File: src/rtl/ps2_mouse_host_init_pkg.sv
// Shared types and PS/2 protocol constants for the mouse host init engine.
package mouse_pkg;

    typedef enum logic [3:0] {
        PWRUP,
        INHIBIT,
        REQ,
        TX,
        WAIT_IDLE,
        RX,
        FAIL_ATTEMPT,
        DONE,
        FAIL
    } state_t;

    localparam logic [7:0] PS2_ACK    = 8'hFA;
    localparam logic [7:0] PS2_RESEND = 8'hFE;
    localparam logic [7:0] PS2_ENABLE = 8'hF4;

    function automatic logic odd_par(input logic [7:0] b);
        return ~^b;
    endfunction

endpackage

File: src/rtl/ps2_mouse_host_init_if.sv
// PS/2 line and status bundle between the host engine and its surroundings.
interface ps2_mouse_host_init_if;

    logic       restart;
    logic       ps2_clk_i;
    logic       ps2_data_i;
    logic       ps2_clk_o;
    logic       ps2_data_o;
    logic       busy;
    logic       ready;
    logic       error;
    logic [1:0] retry_cnt;

    modport master (
        input  restart, ps2_clk_i, ps2_data_i,
        output ps2_clk_o, ps2_data_o, busy, ready, error, retry_cnt
    );

    modport slave (
        output restart, ps2_clk_i, ps2_data_i,
        input  ps2_clk_o, ps2_data_o, busy, ready, error, retry_cnt
    );

endinterface

File: src/rtl/ps2_sync_edge.sv
// Two-flop synchroniser for an idle-high PS/2 line plus a falling-edge pulse.
module ps2_sync_edge (
    input  logic clk,
    input  logic reset,
    input  logic d,
    output logic s,
    output logic fall
);

    logic meta;
    logic prev;

    always_ff @(posedge clk) begin
        if (reset) begin
            meta <= 1'b1;
            s    <= 1'b1;
            prev <= 1'b1;
        end else begin
            meta <= d;
            s    <= meta;
            prev <= s;
        end
    end

    assign fall = prev & ~s;

endmodule

File: src/rtl/ps2_mouse_host_init.sv
// Sends the enable-reporting command to a PS/2 mouse and waits for its ACK.
module ps2_mouse_host_init
    import mouse_pkg::*;
#(
    parameter logic [15:0] POWERUP_CYCLES = 16'd50000,
    parameter logic [15:0] INHIBIT_CYCLES = 16'd6000,
    parameter logic [19:0] TIMEOUT_CYCLES = 20'd500000,
    parameter logic [7:0]  CMD_BYTE       = PS2_ENABLE,
    parameter int unsigned MAX_RETRY      = 3
) (
    input logic                   clk,
    input logic                   reset,
    ps2_mouse_host_init_if.master bus
);

    localparam logic [19:0] PWR_LAST   = {4'd0, POWERUP_CYCLES} - 20'd1;
    localparam logic [19:0] INH_LAST   = {4'd0, INHIBIT_CYCLES} - 20'd1;
    localparam logic [19:0] TO_LAST    = TIMEOUT_CYCLES - 20'd1;
    localparam logic [1:0]  RETRY_LAST = 2'(MAX_RETRY - 1);

    state_t      state;
    logic [19:0] timer;
    logic [3:0]  bit_cnt;
    logic [9:0]  tx_sr;
    logic [9:0]  rx_sr;
    logic        clk_s;
    logic        clk_fall;
    logic        data_s;
    logic        unused_data_fall;
    logic [10:0] rx_frame;
    logic        rx_ok;
    logic        timeout;

    ps2_sync_edge u_clk_sync (
        .clk   (clk),
        .reset (reset),
        .d     (bus.ps2_clk_i),
        .s     (clk_s),
        .fall  (clk_fall)
    );

    ps2_sync_edge u_data_sync (
        .clk   (clk),
        .reset (reset),
        .d     (bus.ps2_data_i),
        .s     (data_s),
        .fall  (unused_data_fall)
    );

    // Frame as it will look once the 11th bit is shifted in.
    assign rx_frame = {data_s, rx_sr};
    assign rx_ok    = ~rx_frame[0] & rx_frame[10] & (^rx_frame[9:1])
                    & (rx_frame[8:1] == PS2_ACK);
    assign timeout  = (timer == TO_LAST);

    always_ff @(posedge clk) begin
        if (reset) begin
            state          <= PWRUP;
            timer          <= '0;
            bit_cnt        <= '0;
            tx_sr          <= '1;
            rx_sr          <= '0;
            bus.ps2_clk_o  <= 1'b1;
            bus.ps2_data_o <= 1'b1;
            bus.busy       <= 1'b1;
            bus.ready      <= 1'b0;
            bus.error      <= 1'b0;
            bus.retry_cnt  <= '0;
        end else begin
            timer <= timer + 20'd1;
            unique case (state)
                PWRUP: begin
                    if (timer == PWR_LAST) begin
                        state         <= INHIBIT;
                        timer         <= '0;
                        bus.ps2_clk_o <= 1'b0;
                    end
                end
                INHIBIT: begin
                    if (timer == INH_LAST) begin
                        state          <= REQ;
                        timer          <= '0;
                        tx_sr          <= {1'b1, odd_par(CMD_BYTE), CMD_BYTE};
                        bus.ps2_clk_o  <= 1'b1;
                        bus.ps2_data_o <= 1'b0;
                    end
                end
                REQ: begin
                    state   <= TX;
                    timer   <= '0;
                    bit_cnt <= '0;
                end
                TX: begin
                    if (clk_fall) begin
                        timer   <= '0;
                        bit_cnt <= bit_cnt + 4'd1;
                        if (bit_cnt == 4'd10) begin
                            state          <= data_s ? FAIL_ATTEMPT : WAIT_IDLE;
                            bus.ps2_data_o <= 1'b1;
                        end else begin
                            bus.ps2_data_o <= tx_sr[0];
                            tx_sr          <= {1'b1, tx_sr[9:1]};
                        end
                    end else if (timeout) begin
                        state          <= FAIL_ATTEMPT;
                        timer          <= '0;
                        bus.ps2_data_o <= 1'b1;
                    end
                end
                WAIT_IDLE: begin
                    if (clk_s && data_s) begin
                        state   <= RX;
                        timer   <= '0;
                        bit_cnt <= '0;
                    end else if (clk_fall) begin
                        timer <= '0;
                    end else if (timeout) begin
                        state <= FAIL_ATTEMPT;
                        timer <= '0;
                    end
                end
                RX: begin
                    if (clk_fall) begin
                        timer   <= '0;
                        bit_cnt <= bit_cnt + 4'd1;
                        if (bit_cnt == 4'd10) begin
                            state <= rx_ok ? DONE : FAIL_ATTEMPT;
                            if (rx_ok) begin
                                bus.ready <= 1'b1;
                                bus.busy  <= 1'b0;
                            end
                        end else begin
                            rx_sr <= {data_s, rx_sr[9:1]};
                        end
                    end else if (timeout) begin
                        state <= FAIL_ATTEMPT;
                        timer <= '0;
                    end
                end
                FAIL_ATTEMPT: begin
                    timer         <= '0;
                    bus.retry_cnt <= bus.retry_cnt + 2'd1;
                    if (bus.retry_cnt == RETRY_LAST) begin
                        state     <= FAIL;
                        bus.busy  <= 1'b0;
                        bus.error <= 1'b1;
                    end else begin
                        state         <= INHIBIT;
                        bus.ps2_clk_o <= 1'b0;
                    end
                end
                DONE, FAIL: begin
                    if (bus.restart) begin
                        state         <= INHIBIT;
                        timer         <= '0;
                        bus.ready     <= 1'b0;
                        bus.error     <= 1'b0;
                        bus.retry_cnt <= '0;
                        bus.busy      <= 1'b1;
                        bus.ps2_clk_o <= 1'b0;
                    end
                end
                default: state <= PWRUP;
            endcase
        end
    end

endmodule

File: src/flat_wrapper.sv
// flat-port wrapper written by rule: the top's interface ports become plain ports
module ps2_mouse_host_init_flat import mouse_pkg::*;
#(
    parameter logic [15:0] POWERUP_CYCLES = 16'd50000,
    parameter logic [15:0] INHIBIT_CYCLES = 16'd6000,
    parameter logic [19:0] TIMEOUT_CYCLES = 20'd500000,
    parameter logic [7:0]  CMD_BYTE       = PS2_ENABLE,
    parameter int unsigned MAX_RETRY      = 3
)
  (clk, reset, bus_restart, bus_ps2_clk_i, bus_ps2_data_i, bus_ps2_clk_o, bus_ps2_data_o, bus_busy, bus_ready, bus_error, bus_retry_cnt);
  ps2_mouse_host_init_if bus_i ();
  input logic clk;
  input logic reset;
  input wire logic [$bits(bus_i.restart)-1:0] bus_restart;
  input wire logic [$bits(bus_i.ps2_clk_i)-1:0] bus_ps2_clk_i;
  input wire logic [$bits(bus_i.ps2_data_i)-1:0] bus_ps2_data_i;
  output wire logic [$bits(bus_i.ps2_clk_o)-1:0] bus_ps2_clk_o;
  output wire logic [$bits(bus_i.ps2_data_o)-1:0] bus_ps2_data_o;
  output wire logic [$bits(bus_i.busy)-1:0] bus_busy;
  output wire logic [$bits(bus_i.ready)-1:0] bus_ready;
  output wire logic [$bits(bus_i.error)-1:0] bus_error;
  output wire logic [$bits(bus_i.retry_cnt)-1:0] bus_retry_cnt;
  assign bus_i.restart = bus_restart;
  assign bus_i.ps2_clk_i = bus_ps2_clk_i;
  assign bus_i.ps2_data_i = bus_ps2_data_i;
  assign bus_ps2_clk_o = bus_i.ps2_clk_o;
  assign bus_ps2_data_o = bus_i.ps2_data_o;
  assign bus_busy = bus_i.busy;
  assign bus_ready = bus_i.ready;
  assign bus_error = bus_i.error;
  assign bus_retry_cnt = bus_i.retry_cnt;
  ps2_mouse_host_init #(.POWERUP_CYCLES(POWERUP_CYCLES), .INHIBIT_CYCLES(INHIBIT_CYCLES), .TIMEOUT_CYCLES(TIMEOUT_CYCLES), .CMD_BYTE(CMD_BYTE), .MAX_RETRY(MAX_RETRY)) u_core (.clk(clk), .reset(reset), .bus(bus_i));
endmodule
File: config.mk
export PLATFORM = sky130hd
export DESIGN_NAME = ps2_mouse_host_init_flat
export DESIGN_NICKNAME = d
export VERILOG_FILES = /design/src/rtl/ps2_mouse_host_init_pkg.sv /design/src/rtl/ps2_mouse_host_init_if.sv /design/src/rtl/ps2_sync_edge.sv /design/src/rtl/ps2_mouse_host_init.sv /design/src/flat_wrapper.sv
export SDC_FILE = /design/constraint.sdc
export NUM_CORES = 1
export LEC_CHECK = 0
export CORE_MARGIN = 2
export CORE_UTILIZATION = 65
export CTS_CLUSTER_DIAMETER = 80
export DETAILED_ROUTE_END_ITERATION = 12
export DONT_BUFFER_PORTS = 1
export PLACE_DENSITY = 0.87
export SLEW_MARGIN = 10
export SYNTH_ARGS = -nofsm -noshare
export SYNTH_HDL_FRONTEND = slang
export SYNTH_SLANG_ARGS = --single-unit
File: constraint.sdc
create_clock -name clk -period 6 [get_ports clk]
set_input_delay 1.8 -clock clk [delete_from_list [all_inputs] [get_ports clk]]
set_output_delay 1.8 -clock clk [all_outputs]
set_load 0.01 [all_outputs]
Yosys cells after proc, flatten, opt, wreduce, memory -nomap -nowiden:

Index checks and enable logic that the tools add are counted.

* bits in registers: 60
* output and inout bits: 7

* bitwise logic cells: 7
* reduce and logical (&&, ||, !) cells: 22
* add/sub/neg operators: 3
* equality and inequality tests: 30
* muxes and demuxes: 52

Operator list (count)
* 2-to-1 mux 20 bit: 6
* one-hot mux 20 bit (6 select lines): 1
* 2-to-1 mux 4 bit: 13
* one-hot mux 4 bit (8 select lines): 1
* 2-to-1 mux 10 bit: 3
* adder 20 x 1 -> 20 bit (second input constant): 1
* == test 20 x 13 -> 1 bit (second input constant): 1
* == test 20 x 16 -> 1 bit (second input constant): 1
* == test 20 x 19 -> 1 bit (second input constant): 1
* one-hot mux 10 bit (2 select lines): 1
* 2-to-1 mux 1 bit: 18
* inequality test 2 x 1 -> 1 bit (second input constant): 9
* == test 4 x 3 -> 1 bit (second input constant): 4
* one-hot mux 4 bit (3 select lines): 1
* AND reduction 3 bit: 4
* AND reduction 6 bit: 2
* AND reduction 5 bit: 2
* inequality test 3 bit (second input constant): 3
* XOR reduction 9 bit: 1
* == test 4 x 2 -> 1 bit (second input constant): 2
* == test 4 bit (second input constant): 2
* == test 8 bit (second input constant): 1
* inequality test 2 bit (second input constant): 3
* one-hot mux 1 bit (2 select lines): 3
* 19 further kinds: 30

Logic depth before layout (Yosys ltp):

* depth after elaboration: 8
* gate-level depth with buffers: 10
* gate-level depth less buffers: 8

Cells and area by module:

A second synthesis with hierarchy kept.

* cells, all modules: 367
* area total of the unflattened synthesis: 3064.2 um^2

By module, submodules not included
* ps2_mouse_host_init: cells each 353, area each 2894.0 um^2, instances 1
* ps2_sync_edge: cells each 7, area each 85.1 um^2, instances 2

Worst setup path before layout:

OpenSTA, ideal clock, no wires.

* path type: input to register
* start point: in bus_restart
* end point: reg u_core.state[2]
* path slack: 3.209 ns
* data required time: 5.933 ns
* buffers on the path: 0
* arrival: 2.723 ns
* stages: 5
* cell sequence: inv_1 -> a32oi_1 -> nand3_4 -> or3_1 -> a21oi_2

* longest elaborated chain between the ends: 2

RTL lines
* from (decl): RTL line flat_wrapper.sv:14 `input wire logic [$bits(bus_i.restart)-1:0] bus_restart;`
* inequality test 2 bit (no line)
* AND reduction 6 bit (no line)
* to (signal assigned): RTL line ps2_mouse_host_init.sv:98 `state <= data_s ? FAIL_ATTEMPT : WAIT_IDLE;`
* to (signal assigned): RTL line ps2_mouse_host_init.sv:127 `state <= rx_ok ? DONE : FAIL_ATTEMPT;`
* to (decl): RTL line ps2_mouse_host_init.sv:21 `state_t state;`

No other way between the ends.
A chain may end at the register's enable or synchronous reset.

Worst setup path in the final report:

* start point: reg u_core.state[0]
* end point: reg u_core.tx_sr[1]

* longest elaborated chain between the ends: 3

RTL lines
* == test 4 x 2 -> 1 bit or == test 4 x 1 -> 1 bit (tied branches): RTL line ps2_mouse_host_init.sv:71 `unique case (state)`
* inequality test 2 x 1 -> 1 bit (no line), or another cell as far along
* AND reduction 4 bit (no line)
* to (signal assigned): RTL line ps2_mouse_host_init.sv:83 `tx_sr <= {1'b1, odd_par(CMD_BYTE), CMD_BYTE};`
* to (signal assigned): RTL line ps2_mouse_host_init.sv:102 `tx_sr <= {1'b1, tx_sr[9:1]};`
* to (decl): RTL line ps2_mouse_host_init.sv:24 `logic [9:0] tx_sr;`

Several ways; a longest one is shown, not always the timed one.

==> impl_metrics.sql <==
INSERT INTO impl_metrics (metric_group, metric, value, unit) VALUES
('placed_design', 'port_buffers', '0', ''),
('route', 'drt_drc', '0', ''),
('synth', 'synth.distinct_cells', '50', ''),
('synth', 'ys.flop_type', 'dfxtp_1', ''),
('pwr', 'power_per_cell_area', '266', 'nW/um^2'),
('worst_setup_path', 'critical_path_max_stage_delay', '0.71', 'ns'),
('synth', 'synth_top_area_cells', 'dfxtp_1 (41%), nor2_1 (8.0%), xor2_1 (4.0%)', ''),
('clocking', 'cts.repair_timing.setup_buffer_count', '0', ''),
('route', 'route.vias.total', '2335', ''),
('worst_setup_path', 'crit_arrival', '2.80', 'ns'),
('clocking', 'cts-buffers-inserted', '9', ''),
('synth', 'post_synth_instance_area', '2860', 'um^2'),
('synth', 'synth-seq-cells', '59', ''),
('placed_design', 'finalWeightedCongestion', '0.886', ''),
('die', 'die_area', '4940', 'um^2'),
('die', 'design.portCount', '12', ''),
('sta', 'finalHoldViolCount', '0', ''),
('placed_design', 'hpwl', '3.89', 'mm'),
('cells_and_area', 'area_growth', '7.98', '%'),
('synth', 'postSynthCellCount', '340', ''),
('synth', 'synth_sequential_area_ratio', '41.4', '%'),
('die', 'chipHeight', '70.3', 'um'),
('sta', 'worst_margin_pin_slew', '0.769', 'ns'),
('sta', 'maxSlewHeadroom', '48.6', '%'),
('clocking', 'ctsResizeCount', '0', ''),
('global_routing', 'grt_antenna_before_repair', '0', ''),
('clocking', 'root_buf_cell', 'clkbuf_8', ''),
('global_routing', 'grt_first_pass_wirelength', '9.74', 'mm'),
('synth', 'synthDominantCellAreaShare', '41.4', '%'),
('cells_and_area', 'ff_latch_area', '1180', 'um^2'),
('cells_and_area', 'mostFrequentLayoutCell', 'nor2_1', ''),
('outcome', 'status', 'completed', ''),
('worst_setup_path', 'endpoint_required_time_on_the_critical_path', '6.22', 'ns'),
('clocking', 'clockBufferDepth', '2', ''),
('clocking', 'hold_buffers', '0', ''),
('sta', 'setup_repair_after_global_routing_missed_its_margin', 'no', ''),
('pwr', 'irDropWorstVdd', '0.159', 'mV'),
('global_routing', 'grt_max_degree', '32', ''),
('die', 'coreArea', '4290', 'um^2'),
('cells_and_area', 'final_layout_size_suffix_gt1_share', '8.26', '%'),
('cells_and_area', 'diodes', '0', ''),
('sta', 'setup_violations', '0', ''),
('job', 'cap_violations', '0', ''),
('worst_setup_path', 'path_max_fanout', '20', ''),
('cells_and_area', 'layout_common_cells', 'nor2_1 (61), dfxtp_1 (59), nand2_1 (24)', ''),
('global_routing', 'grt_pass1_vias', '2189', ''),
('clocking', 'insertion_delay', '0.34', 'ns'),
('clocking', 'clock_sinks', '59', ''),
('die', 'initial_core_util', '66.5', '%'),
('worst_setup_path', 'critical_path.endpoint_type', 'flip-flop', ''),
('worst_setup_path', 'slowest_stage', 'dfxtp_1', ''),
('clocking', 'tritoncts_clock_tree', 'built', ''),
('route', 'postRouteAntennaNets', '0', ''),
('sta', 'final.period_utilization', '42.9', '%'),
('route', 'drt-total-wl', '5.70', 'mm'),
('cells_and_area', 'finalNetCount', '347', ''),
('hold_path', 'min_path_type', 'flip-flop to flip-flop', ''),
('die', 'rows', '24', ''),
('synth', 'synthArstFlopShare', '0', '%'),
('worst_setup_path', 'start_kind', 'flip-flop', ''),
('route', 'drt-wirelength-per-cell', '14.6', 'um'),
('worst_setup_path', 'path_class', 'flip-flop to flip-flop', ''),
('global_routing', 'global_route.usage.total', '24.8', '%'),
('pwr', 'static-leakage-power', '1.20', 'nW'),
('cells_and_area', 'final_util', '71.8', '%'),
('synth', 'netlist.top_cell.by_area', 'dfxtp_1', ''),
('sta', 'slew_viol_final', '0', ''),
('route', 'detail_route.iter0.violations', '226', ''),
('synth', 'synth.net_count', '353', ''),
('sta', 'final.setup_skew', '0.00655', 'ns'),
('route', 'drt-vias-per-instance', '5.97', '');
-- path summary, 6_finish.rpt --
path                            depth (start not counted)                    start              endpoint
worst max-delay path                                    4          u_core.state[0]       u_core.tx_sr[1]
worst min-delay path                                    1  u_core.u_data_sync.meta  u_core.u_data_sync.s
worst max register to register                          4          u_core.state[0]       u_core.tx_sr[1]
worst min register to register                          1  u_core.u_data_sync.meta  u_core.u_data_sync.s
-- report_power, final --
| part | internal [mW] | leakage (nW) | switching (mW) |
|---|---|---|---|
| Sequential | 0.395 | 0.477 | 0.00288 |
| Combinational | 0.00477 | 0.608 | 0.00703 |
| Clock | 0.254 | 0.119 | 0.155 |
-- per-layer routing --
layer | part of all wire (%) | track usage [%] | vias to the layer above
li1 | - | - | 1175
met1 | 44 | 31.0 | 1074
met2 | 48 | 39.6 | 73
met3 | 6.1 | 6.20 | 13
met4 | 2.5 | 12.6 | 0
met5 | 0 | 0 | -
-- flip-flops by register name, summed over array words and instances, names as in the netlist --
register	cells
u_core.bit_cnt	4
u_core.u_data_sync.s	1
u_core.u_clk_sync.meta	1
u_core.rx_sr	10
u_core.u_clk_sync.prev	1
u_core.bus.ps2_clk_o	1
u_core.bus.retry_cnt	2
u_core.bus.busy	1
u_core.bus.error	1
u_core.bus.ps2_data_o	1
u_core.bus.ready	1
u_core.state	4
u_core.u_clk_sync.s	1
u_core.timer	20
u_core.u_data_sync.meta	1
u_core.tx_sr	9
-- layout make-up --
class                      count  area share [%]
clock inverter                 5            2.44
tap                           52            2.11
sequential                    59            38.3
multi-input combinational    250            50.4
inverter                      13            1.58
clock buffer                  11            4.91
timing repair buffer           1           0.244
-- stage by stage --
stage                     cells  setup WS (ns)  instance area [um^2]  hold slack (ns)
after floorplan             340           3.21                  2860            0.389
after global placement      375           3.18                  2860            0.393
after detailed placement    375           3.14                  2860            0.400
after CTS                   391           3.44                  3080            0.418
after global routing        391           3.14                  3080            0.437
final                       391           3.43                  3080            0.417
-- synth_stat cells, types with 2 or more instances --
cell type and count:
a211oi_1 2, a21oi_1 15, a221o_1 3, a31oi_1 5, a32oi_1 3, and3_1 3, and3b_1 2, and4_1 2
buf_2 3, clkbuf_1 15, dfxtp_1 59, ha_1 8, inv_1 13, mux2i_1 9, nand2_1 24, nand2b_1 5
nand3_1 13, nand4_1 9, nor2_1 61, nor2b_1 4, nor3_1 8, nor4_1 6, nor4b_1 3, o21ai_0 12
o22ai_1 2, o31ai_1 2, or2_2 5, or3_1 2, xnor2_1 9, xor2_1 13
-- kinds of logic after synthesis --
logic type               share of synthesized area [%]
AO/OA/AOI/OAI                                     13.1
flip-flops                                        41.4
adder cells (fa/ha/maj)                           3.51
buffers and inverters                             4.21
XOR/XNOR                                          7.54
AND/OR/NAND/NOR                                   27.1
multiplexers                                      3.16
-- critical path, delay by kind of cell, from the launching register on --
family	cells	cell delay, ns
AO/OA/AOI/OAI	2	0.62
flip-flops	1	0.71
AND/OR/NAND/NOR	2	1.14
(Power assumes the default switching activity.)
